===== src/rtl/iomem_cmd_master.sv =====
// ---------------------------------------------------------------------------
// iomem_cmd_master
//
// Bridges a byte stream from a host (e.g. a debug UART) onto the SoC iomem
// bus as an initiator. Command packets arriving on rx are decoded, turned into
// a single 32-bit read or write bus cycle, and a status/data packet is sent
// back on tx.
//
//   Write : 0x57, addr[4], strb[1], data[4]  -> 'K' (0x4B) or 'T' (0x54)
//   Read  : 0x52, addr[4]                    -> 'K' + rdata[4], or 'T'
//   Other : any opcode                       -> '?' (0x3F)
//   Multi-byte fields are sent LSB first.
//
// Parameters:
//   TIMEOUT      max cycles iomem_valid is held without iomem_ready (0 = off)
//
// Ports:
//   clk, resetn  clock and synchronous active-low reset
//   rx_*         command byte stream in (valid/ready handshake)
//   tx_*         response byte stream out (valid/ready handshake)
//   iomem_*      bus initiator signals; wstrb == 0 marks a read
// ---------------------------------------------------------------------------
module iomem_cmd_master #(
  parameter int unsigned TIMEOUT = 1024
) (
  input  logic        clk,
  input  logic        resetn,
  input  logic        rx_valid,
  input  logic [7:0]  rx_data,
  output logic        rx_ready,
  output logic        tx_valid,
  output logic [7:0]  tx_data,
  input  logic        tx_ready,
  output logic        iomem_valid,
  input  logic        iomem_ready,
  output logic [3:0]  iomem_wstrb,
  output logic [31:0] iomem_addr,
  output logic [31:0] iomem_wdata,
  input  logic [31:0] iomem_rdata
);

  localparam logic [7:0] OP_WRITE  = 8'h57;
  localparam logic [7:0] OP_READ   = 8'h52;
  localparam logic [7:0] RSP_OK    = 8'h4B;
  localparam logic [7:0] RSP_TMO   = 8'h54;
  localparam logic [7:0] RSP_BADOP = 8'h3F;

  typedef enum logic [2:0] {
    IDLE,
    ADDR,
    STRB,
    DATA,
    BUS,
    RESP
  } state_t;

  state_t      state;
  logic        armed;
  logic [1:0]  byte_cnt;
  logic        is_write;
  logic [31:0] tmo_cnt;
  logic [31:0] rdata_buf;
  logic [2:0]  resp_left;

  logic rx_fire;
  logic tx_fire;
  logic tmo_hit;

  // armed keeps rx_ready low while in reset even though the state is IDLE;
  // it rises on the first edge after resetn is released.
  assign rx_ready = armed && ((state == IDLE) || (state == ADDR) ||
                              (state == STRB) || (state == DATA));
  assign rx_fire  = rx_valid && rx_ready;
  assign tx_fire  = tx_valid && tx_ready;

  // tmo_cnt holds the number of BUS cycles already elapsed, so the edge that
  // ends cycle number TIMEOUT is the one where tmo_cnt == TIMEOUT-1.
  assign tmo_hit  = (TIMEOUT != 0) && (tmo_cnt == 32'(TIMEOUT - 1));

  always_ff @(posedge clk) begin
    if (!resetn) begin
      state       <= IDLE;
      armed       <= 1'b0;
      byte_cnt    <= 2'd0;
      is_write    <= 1'b0;
      tmo_cnt     <= 32'd0;
      rdata_buf   <= 32'd0;
      resp_left   <= 3'd0;
      tx_valid    <= 1'b0;
      tx_data     <= 8'h00;
      iomem_valid <= 1'b0;
      iomem_wstrb <= 4'h0;
      iomem_addr  <= 32'd0;
      iomem_wdata <= 32'd0;
    end else begin
      armed <= 1'b1;
      case (state)
        IDLE: begin
          if (rx_fire) begin
            byte_cnt <= 2'd0;
            if (rx_data == OP_WRITE) begin
              is_write <= 1'b1;
              state    <= ADDR;
            end else if (rx_data == OP_READ) begin
              is_write    <= 1'b0;
              iomem_wstrb <= 4'h0;
              iomem_wdata <= 32'd0;
              state       <= ADDR;
            end else begin
              tx_data   <= RSP_BADOP;
              tx_valid  <= 1'b1;
              resp_left <= 3'd1;
              state     <= RESP;
            end
          end
        end

        // Fields arrive LSB first, so shifting each byte in from the top
        // leaves the word correctly assembled after the fourth byte.
        ADDR: begin
          if (rx_fire) begin
            iomem_addr <= {rx_data, iomem_addr[31:8]};
            byte_cnt   <= byte_cnt + 2'd1;
            if (byte_cnt == 2'd3) begin
              if (is_write) begin
                state <= STRB;
              end else begin
                iomem_valid <= 1'b1;
                tmo_cnt     <= 32'd0;
                state       <= BUS;
              end
            end
          end
        end

        STRB: begin
          if (rx_fire) begin
            iomem_wstrb <= rx_data[3:0];
            byte_cnt    <= 2'd0;
            state       <= DATA;
          end
        end

        // A write with no enabled byte lanes never touches the bus.
        DATA: begin
          if (rx_fire) begin
            iomem_wdata <= {rx_data, iomem_wdata[31:8]};
            byte_cnt    <= byte_cnt + 2'd1;
            if (byte_cnt == 2'd3) begin
              if (iomem_wstrb == 4'h0) begin
                tx_data   <= RSP_OK;
                tx_valid  <= 1'b1;
                resp_left <= 3'd1;
                state     <= RESP;
              end else begin
                iomem_valid <= 1'b1;
                tmo_cnt     <= 32'd0;
                state       <= BUS;
              end
            end
          end
        end

        // Ready is checked before the timeout so a coincident completion
        // still reports success.
        BUS: begin
          if (iomem_ready) begin
            iomem_valid <= 1'b0;
            rdata_buf   <= iomem_rdata;
            tx_data     <= RSP_OK;
            tx_valid    <= 1'b1;
            resp_left   <= is_write ? 3'd1 : 3'd5;
            state       <= RESP;
          end else if (tmo_hit) begin
            iomem_valid <= 1'b0;
            tx_data     <= RSP_TMO;
            tx_valid    <= 1'b1;
            resp_left   <= 3'd1;
            state       <= RESP;
          end else begin
            tmo_cnt <= tmo_cnt + 32'd1;
          end
        end

        RESP: begin
          if (tx_fire) begin
            if (resp_left == 3'd1) begin
              tx_valid <= 1'b0;
              state    <= IDLE;
            end else begin
              tx_data   <= rdata_buf[7:0];
              rdata_buf <= {8'h00, rdata_buf[31:8]};
              resp_left <= resp_left - 3'd1;
            end
          end
        end

        default: state <= IDLE;
      endcase
    end
  end

endmodule


===== config.mk =====
export PLATFORM = sky130hd
export DESIGN_NAME = iomem_cmd_master
export DESIGN_NICKNAME = d
export VERILOG_FILES = /design/src/rtl/iomem_cmd_master.sv
export SDC_FILE = /design/constraint.sdc
export NUM_CORES = 1
export LEC_CHECK = 0
export CORE_MARGIN = 5
export CORE_UTILIZATION = 49
export DETAILED_ROUTE_END_ITERATION = 8
export DONT_BUFFER_PORTS = 1
export PLACE_DENSITY = 0.71
export SYNTH_ARGS = -nofsm -noshare
export SYNTH_HDL_FRONTEND = slang
export SYNTH_SLANG_ARGS = --single-unit

===== constraint.sdc =====
create_clock -name clk -period 2.7 [get_ports clk]
set_input_delay 0.135 -clock clk [delete_from_list [all_inputs] [get_ports clk]]
set_output_delay 0.135 -clock clk [all_outputs]
set_load 0.05 [all_outputs]

Word-level counts from Yosys, hierarchy flattened:

Cells that the tools add are included.

* flip-flop bits (word level): 152
* latch bits: 0
* memory bits (writable): 0
* memory bits (read-only): 0
* input port bits: 45
* output and inout bits: 79
* logic and storage cells: 162
* memories: 0

* $add $sub $neg: 3
* $mul: 0
* divide/modulo/power cells: 0
* $lt $le $gt $ge: 0
* equal/unequal tests: 31
* shifts and indexed selects: 0
* muxes and demuxes: 87
* bitwise operators: 0
* reductions and logical operators: 28

Operator list (count)
* 32-bit 2-to-1 mux: 15
* 32-bit one-hot mux with 2 select lines: 2
* 32-bit one-hot mux with 3 select lines: 1
* 8-bit 2-to-1 mux: 10
* 3-bit 2-to-1 mux: 24
* 32-bit by 1-bit adder with 32-bit output (second input constant): 1
* 32-bit by 10-bit == test with 1-bit output (second input constant): 1
* 8-bit one-hot mux with 4 select lines: 1
* 2-bit inequality test (second input constant): 14
* 1-bit 2-to-1 mux: 22
* 10-bit AND reduction: 2
* 3-bit one-hot mux with 6 select lines: 1
* 9-bit AND reduction: 2
* 8-bit by 7-bit == test with 1-bit output (second input constant): 2
* 4-bit 2-to-1 mux: 4
* 2-bit by 1-bit inequality test with 1-bit output (second input constant): 6
* 3-bit one-hot mux with 4 select lines: 1
* 5-bit AND reduction: 2
* 2-bit nonzero test: 5
* 4-bit one-hot mux with 2 select lines: 1
* 8-bit AND reduction: 1
* 3-bit by 1-bit == test with 1-bit output (second input constant): 2
* 3-bit by 2-bit == test with 1-bit output (second input constant): 2
* 3-bit == test (second input constant): 2
* 18 further kinds: 25

Depth between registers and ports, before layout:

* depth after elaboration: 8
* mapped depth: 10
* mapped depth without buffers: 8

Worst setup path before layout:

No wires, ideal clock.

* kind: register to register
* start point: register tx_valid
* end point: register rdata_buf[28]
* setup time: 0.071 ns
* arrival: 2.087 ns
* data required time: 2.629 ns
* slack: 0.542 ns
* stages on the path, launching flop included: 9
* buffers on the path: 2
* cell sequence: dfxtp_1 > nand2_1 > nor2_1 > nand2_1 > a21oi_1 > clkbuf_1 > clkbuf_1 > nand3_1 > a21oi_1

* word-level cells in the longest chain between the ends: 3

RTL lines
* start: declaration: line 31 `output logic tx_valid,`
* start signal: assignment: line 89 `tx_valid <= 1'b0;`
* start signal: assignment: line 111 `tx_valid <= 1'b1;`
* start signal: assignment: line 152 `tx_valid <= 1'b1;`
* 1-bit logical AND: line 74 `assign tx_fire = tx_valid && tx_ready;`
* 2-bit inequality test (no line)
* 4-bit AND reduction (no line)
* end signal: assignment: line 169 `rdata_buf <= iomem_rdata;`
* end signal: assignment: line 192 `rdata_buf <= {8'h00, rdata_buf[31:8]};`
* end: declaration: line 62 `logic [31:0] rdata_buf;`

No other way between the ends.
A chain may end at the register's enable or synchronous reset.

Worst setup path in the final report:

* start point: register state[2]
* end point: register tmo_cnt[22]

* word-level cells in the longest chain between the ends: 8
* elaborated cells between the ends (all ways): 21

RTL lines
* start: declaration: line 57 `state_t state;`
* start signal: assignment: line 82 `state <= IDLE;`
* start signal: assignment: line 103 `state <= ADDR;`
* start signal: assignment: line 108 `state <= ADDR;`
* 3-bit by 1-bit == test with 1-bit output / 3-bit zero test (equally long branches): line 71, 97
* 1-bit logical OR (2 in a row): line 71 `assign rx_ready = armed && ((state == IDLE) || (state == ADDR) ||`
* 1-bit logical OR: line 72 `(state == STRB) || (state == DATA));`
* 1-bit logical AND: line 71
* 1-bit logical AND: line 73 `assign rx_fire = rx_valid && rx_ready;`
* 2-bit inequality test (no line)
* 9-bit AND reduction (no line)
* end signal: assignment: line 181 `tmo_cnt <= tmo_cnt + 32'd1;`
* end: declaration: line 61 `logic [31:0] tmo_cnt;`

Several ways; a longest one is shown, not always the timed one.

==> flow_metrics.tcl <==
set metrics [dict create \
    min_from "resetn" \
    num-fill-cells 1155 \
    htreeDepth 4 \
    synth_area_um2 6460 \
    run_status "complete, no violations" \
    timing_hold_violations_final 0 \
    grt_max_degree 70 \
    chipHeight_um 125 \
    detail_route.vias_per_cell 5.64 \
    timing.critical_path.from "state[2]" \
    startpoint_type "flip-flop" \
    die_footprint_um2 15600 \
    synth.lib_cells_used.distinct 58 \
    worstHoldPathCells 2 \
    synth_top_area_cell "sky130_fd_sc_hd__dfxtp_1" \
    whs_ns 0.0251 \
    synth_nets 842 \
    layout.cells.most_common_list "159 x sky130_fd_sc_hd__nand2_1, 152 x sky130_fd_sc_hd__dfxtp_1, 85 x sky130_fd_sc_hd__nor2_1, 75 x sky130_fd_sc_hd__a21oi_1, 42 x sky130_fd_sc_hd__dlygate4sd3_1" \
    netlist.area_leader.share 0.471 \
    fp.dieW_um 125 \
    antenna_found_initial 1 \
    fin_crit_sh 0.917 \
    portBuffers 0 \
    floorplan.rows 42 \
    ant_diodes 0 \
    first_global_vias 5390 \
    number_of_enable_type_register_cells_in_the_synthesized_netlist 0 \
    synth_area_leaders "sky130_fd_sc_hd__dfxtp_1 47%, sky130_fd_sc_hd__nand2_1 9.2%, sky130_fd_sc_hd__a21oi_1 5.9%, sky130_fd_sc_hd__nor2_1 5.0%, sky130_fd_sc_hd__a22oi_1 4.2%" \
    synth-main-ff-cell "sky130_fd_sc_hd__dfxtp_1" \
    holdPathEnd "rdata_buf[3]" \
    multi_input_area_um2 3160 \
    detailedRoute.firstIterationViolations 524 \
    post_cts.resized_instances 0 \
    clkLatencyLatePin_ns 0.42 \
    most_common_library_cell_in_the_layout_ignoring_fill_and_taps "sky130_fd_sc_hd__nand2_1" \
    placed_cells 938 \
    rsz0062_at_grt "false" \
    finish.instance_area_um2 7700 \
    dpl_hpwl_um 10900 \
    cap_viol_max_count 0 \
    ys_async_sr_fraction 0 \
    timing.clock.skew_ns 0.0108 \
    finalNetCount 873 \
    ir_drop_mv 0.446 \
    finalWorstSetupSlack_ns 0.225 \
    number_of_endpoints_failing_setup_at_the_final_stage 0 \
    yosysWarningCount 0 \
    tritoncts "yes" \
    min_period_ns 2.48 \
    leakage_nw 2.68 \
    ant_nets 0 \
    timing_worst_setup_path_type "flip-flop to flip-flop" \
    gp_congestion 0.868 \
    cts_inserted_buffers 17 \
    max_freq_mhz 404 \
    final_cells 1013 \
    synth.ff_latch_count 152 \
    floorplan.io_pins 124 \
    worst-path-max-fanout 16 \
    setup_slack_reg_to_reg_ns 0.22 \
    critical_path.reg2reg.startpoint "state[2]" \
    totalPowerFinal_mw 5.30 \
    r2r_cells 7 \
    floorplan.initialDensity 0.494 \
    postRouteWirelength_um 16100 \
    postSynthCellCount 793 \
    layout-drive-gt1-share 0.0824 \
    clockBufferDepth 2 \
    synthToLayoutAreaGrowth_pct 19.1 \
    post_drt_wl_per_cell_um 15.9 \
    clk_root_buffer_cell "sky130_fd_sc_hd__clkbuf_16" \
    arrival_ns 2.82 \
    report.final.slew_viol_count 0 \
    wire_length_of_the_first_global_routing_pass_um 27000 \
    critical_path.endpoint_type "flip-flop" \
    register_area_um2 3040 \
    slew-limit-headroom 0.234 \
    worst_r2r_endpoint "tmo_cnt[22]" \
    grt.overflow.total 0 \
    core_area_um2 13100 \
    max_slew.worst_pin.slew_ns 1.15 \
    timing.hold.worst.class "input pin to flip-flop" \
    routed-via-count 5716 \
    dr.pass1.iters 5 \
    fin_tns_setup_ns 0 \
    synth_area_per_cell_um2 8.15 \
    postPlaceCellArea_um2 6660 \
    track_usage 0.206 \
    utilization_after_layout 0.588 \
    drt_drc_violations_left 0 \
    preCtsSetupSlack_ns 0.246 \
    crit_required_ns 3.04 \
    clkTransAtPathRegs_ns 0.06 \
    synth-seq-area-share 0.471 \
    power-per-cell-area_nw_per_um2 688 \
    cts.sinks 152 \
]
## layout make-up
type / instances / share of cell area
clock buffers: 20 / 0.0580
flip-flops and latches: 152 / 0.395
inverters: 12 / 0.00602
clock inverters: 12 / 0.0210
repair buffers: 67 / 0.0806
well taps: 176 / 0.0286
multi-input cells: 574 / 0.410
## cell usage after synthesis (3+ instances only)
library cell / number
sky130_fd_sc_hd__or3_1: 15
sky130_fd_sc_hd__buf_2: 5
sky130_fd_sc_hd__mux2i_1: 6
sky130_fd_sc_hd__o211ai_1: 7
sky130_fd_sc_hd__nor2b_1: 6
sky130_fd_sc_hd__nand3_1: 28
sky130_fd_sc_hd__a311oi_1: 24
sky130_fd_sc_hd__ha_1: 4
sky130_fd_sc_hd__o21ai_1: 8
sky130_fd_sc_hd__clkbuf_1: 47
sky130_fd_sc_hd__a211oi_1: 5
sky130_fd_sc_hd__a21oi_1: 76
sky130_fd_sc_hd__nand2b_1: 5
sky130_fd_sc_hd__inv_1: 10
sky130_fd_sc_hd__xnor2_1: 10
sky130_fd_sc_hd__a31oi_1: 4
sky130_fd_sc_hd__a22oi_1: 36
sky130_fd_sc_hd__nor3_1: 5
sky130_fd_sc_hd__or4_1: 3
sky130_fd_sc_hd__o211a_1: 3
sky130_fd_sc_hd__dfxtp_1: 152
sky130_fd_sc_hd__nand4_1: 9
sky130_fd_sc_hd__o21ai_0: 21
sky130_fd_sc_hd__and2_1: 5
sky130_fd_sc_hd__a21o_1: 4
sky130_fd_sc_hd__nor2_1: 86
sky130_fd_sc_hd__nor4_1: 7
sky130_fd_sc_hd__and3_1: 4
sky130_fd_sc_hd__nand2_1: 159
## state kept, by name, summed over array words and instances, names as in the netlist
register     count
tx_data          8
rdata_buf       32
iomem_valid      1
byte_cnt         2
iomem_wstrb      4
resp_left        3
is_write         1
iomem_wdata     32
state            3
armed            1
tx_valid         1
iomem_addr      32
tmo_cnt         32
## critical path, cell delays in order (launching register included)
cell and delay (ns):
sky130_fd_sc_hd__dfxtp_1 0.45, sky130_fd_sc_hd__and3b_1 0.45, sky130_fd_sc_hd__a221o_2 0.29, sky130_fd_sc_hd__and2_1 0.31, sky130_fd_sc_hd__o211ai_2 0.18, sky130_fd_sc_hd__buf_4 0.24
sky130_fd_sc_hd__or3_1 0.35, sky130_fd_sc_hd__a21oi_1 0.14
## worst max path at each step
stage	end	slack, ns	cells after the start
6_report	tmo_cnt[22]	0.22	7
5_1_grt	tmo_cnt[26]	0.07	7
4_1_cts	tmo_cnt[27]	0.21	6
3_5_place_dp	tmo_cnt[27]	0.25	6
3_3_place_gp	tmo_cnt[27]	0.39	7
2_1_floorplan	rdata_buf[28]	0.54	8
## logic make-up (layout without fill, tap and decap cells)
| family | Yosys count | count (layout) | share of synthesized area |
|---|---|---|---|
| AO/OA/AOI/OAI | 206 | 206 | 0.209 |
| XOR/XNOR | 12 | 12 | 0.0163 |
| adder cells (fa/ha/maj) | 4 | 4 | 0.00775 |
| buffers and inverters | 67 | 111 | 0.0422 |
| flip-flops | 152 | 152 | 0.471 |
| multiplexers | 6 | 6 | 0.00930 |
| AND/OR/NAND/NOR | 346 | 346 | 0.244 |
## routing by layer
metal  global-route usage  wire [µm]  share of wire
met3               0.0639       1010          0.063
met4               0.0740        284          0.018
met1                0.249       6960           0.43
met5                    0         13        0.00081
met2                0.347       7870           0.49
## where the power goes
part	internal, mW	total (mW)	switching [mW]
Sequential	2.30	2.42	0.116
Clock	1.49	2.45	0.951
Combinational	0.163	0.434	0.271
## what timing repair did
item / CTS / global route
hold endpoints to repair: 71 / 0
hold buffers: 42 / 0
buffers inserted: 0 / 1
endpoints found under the setup margin: 0 / 6
Note: power is estimated with default switching activity, not from simulation.
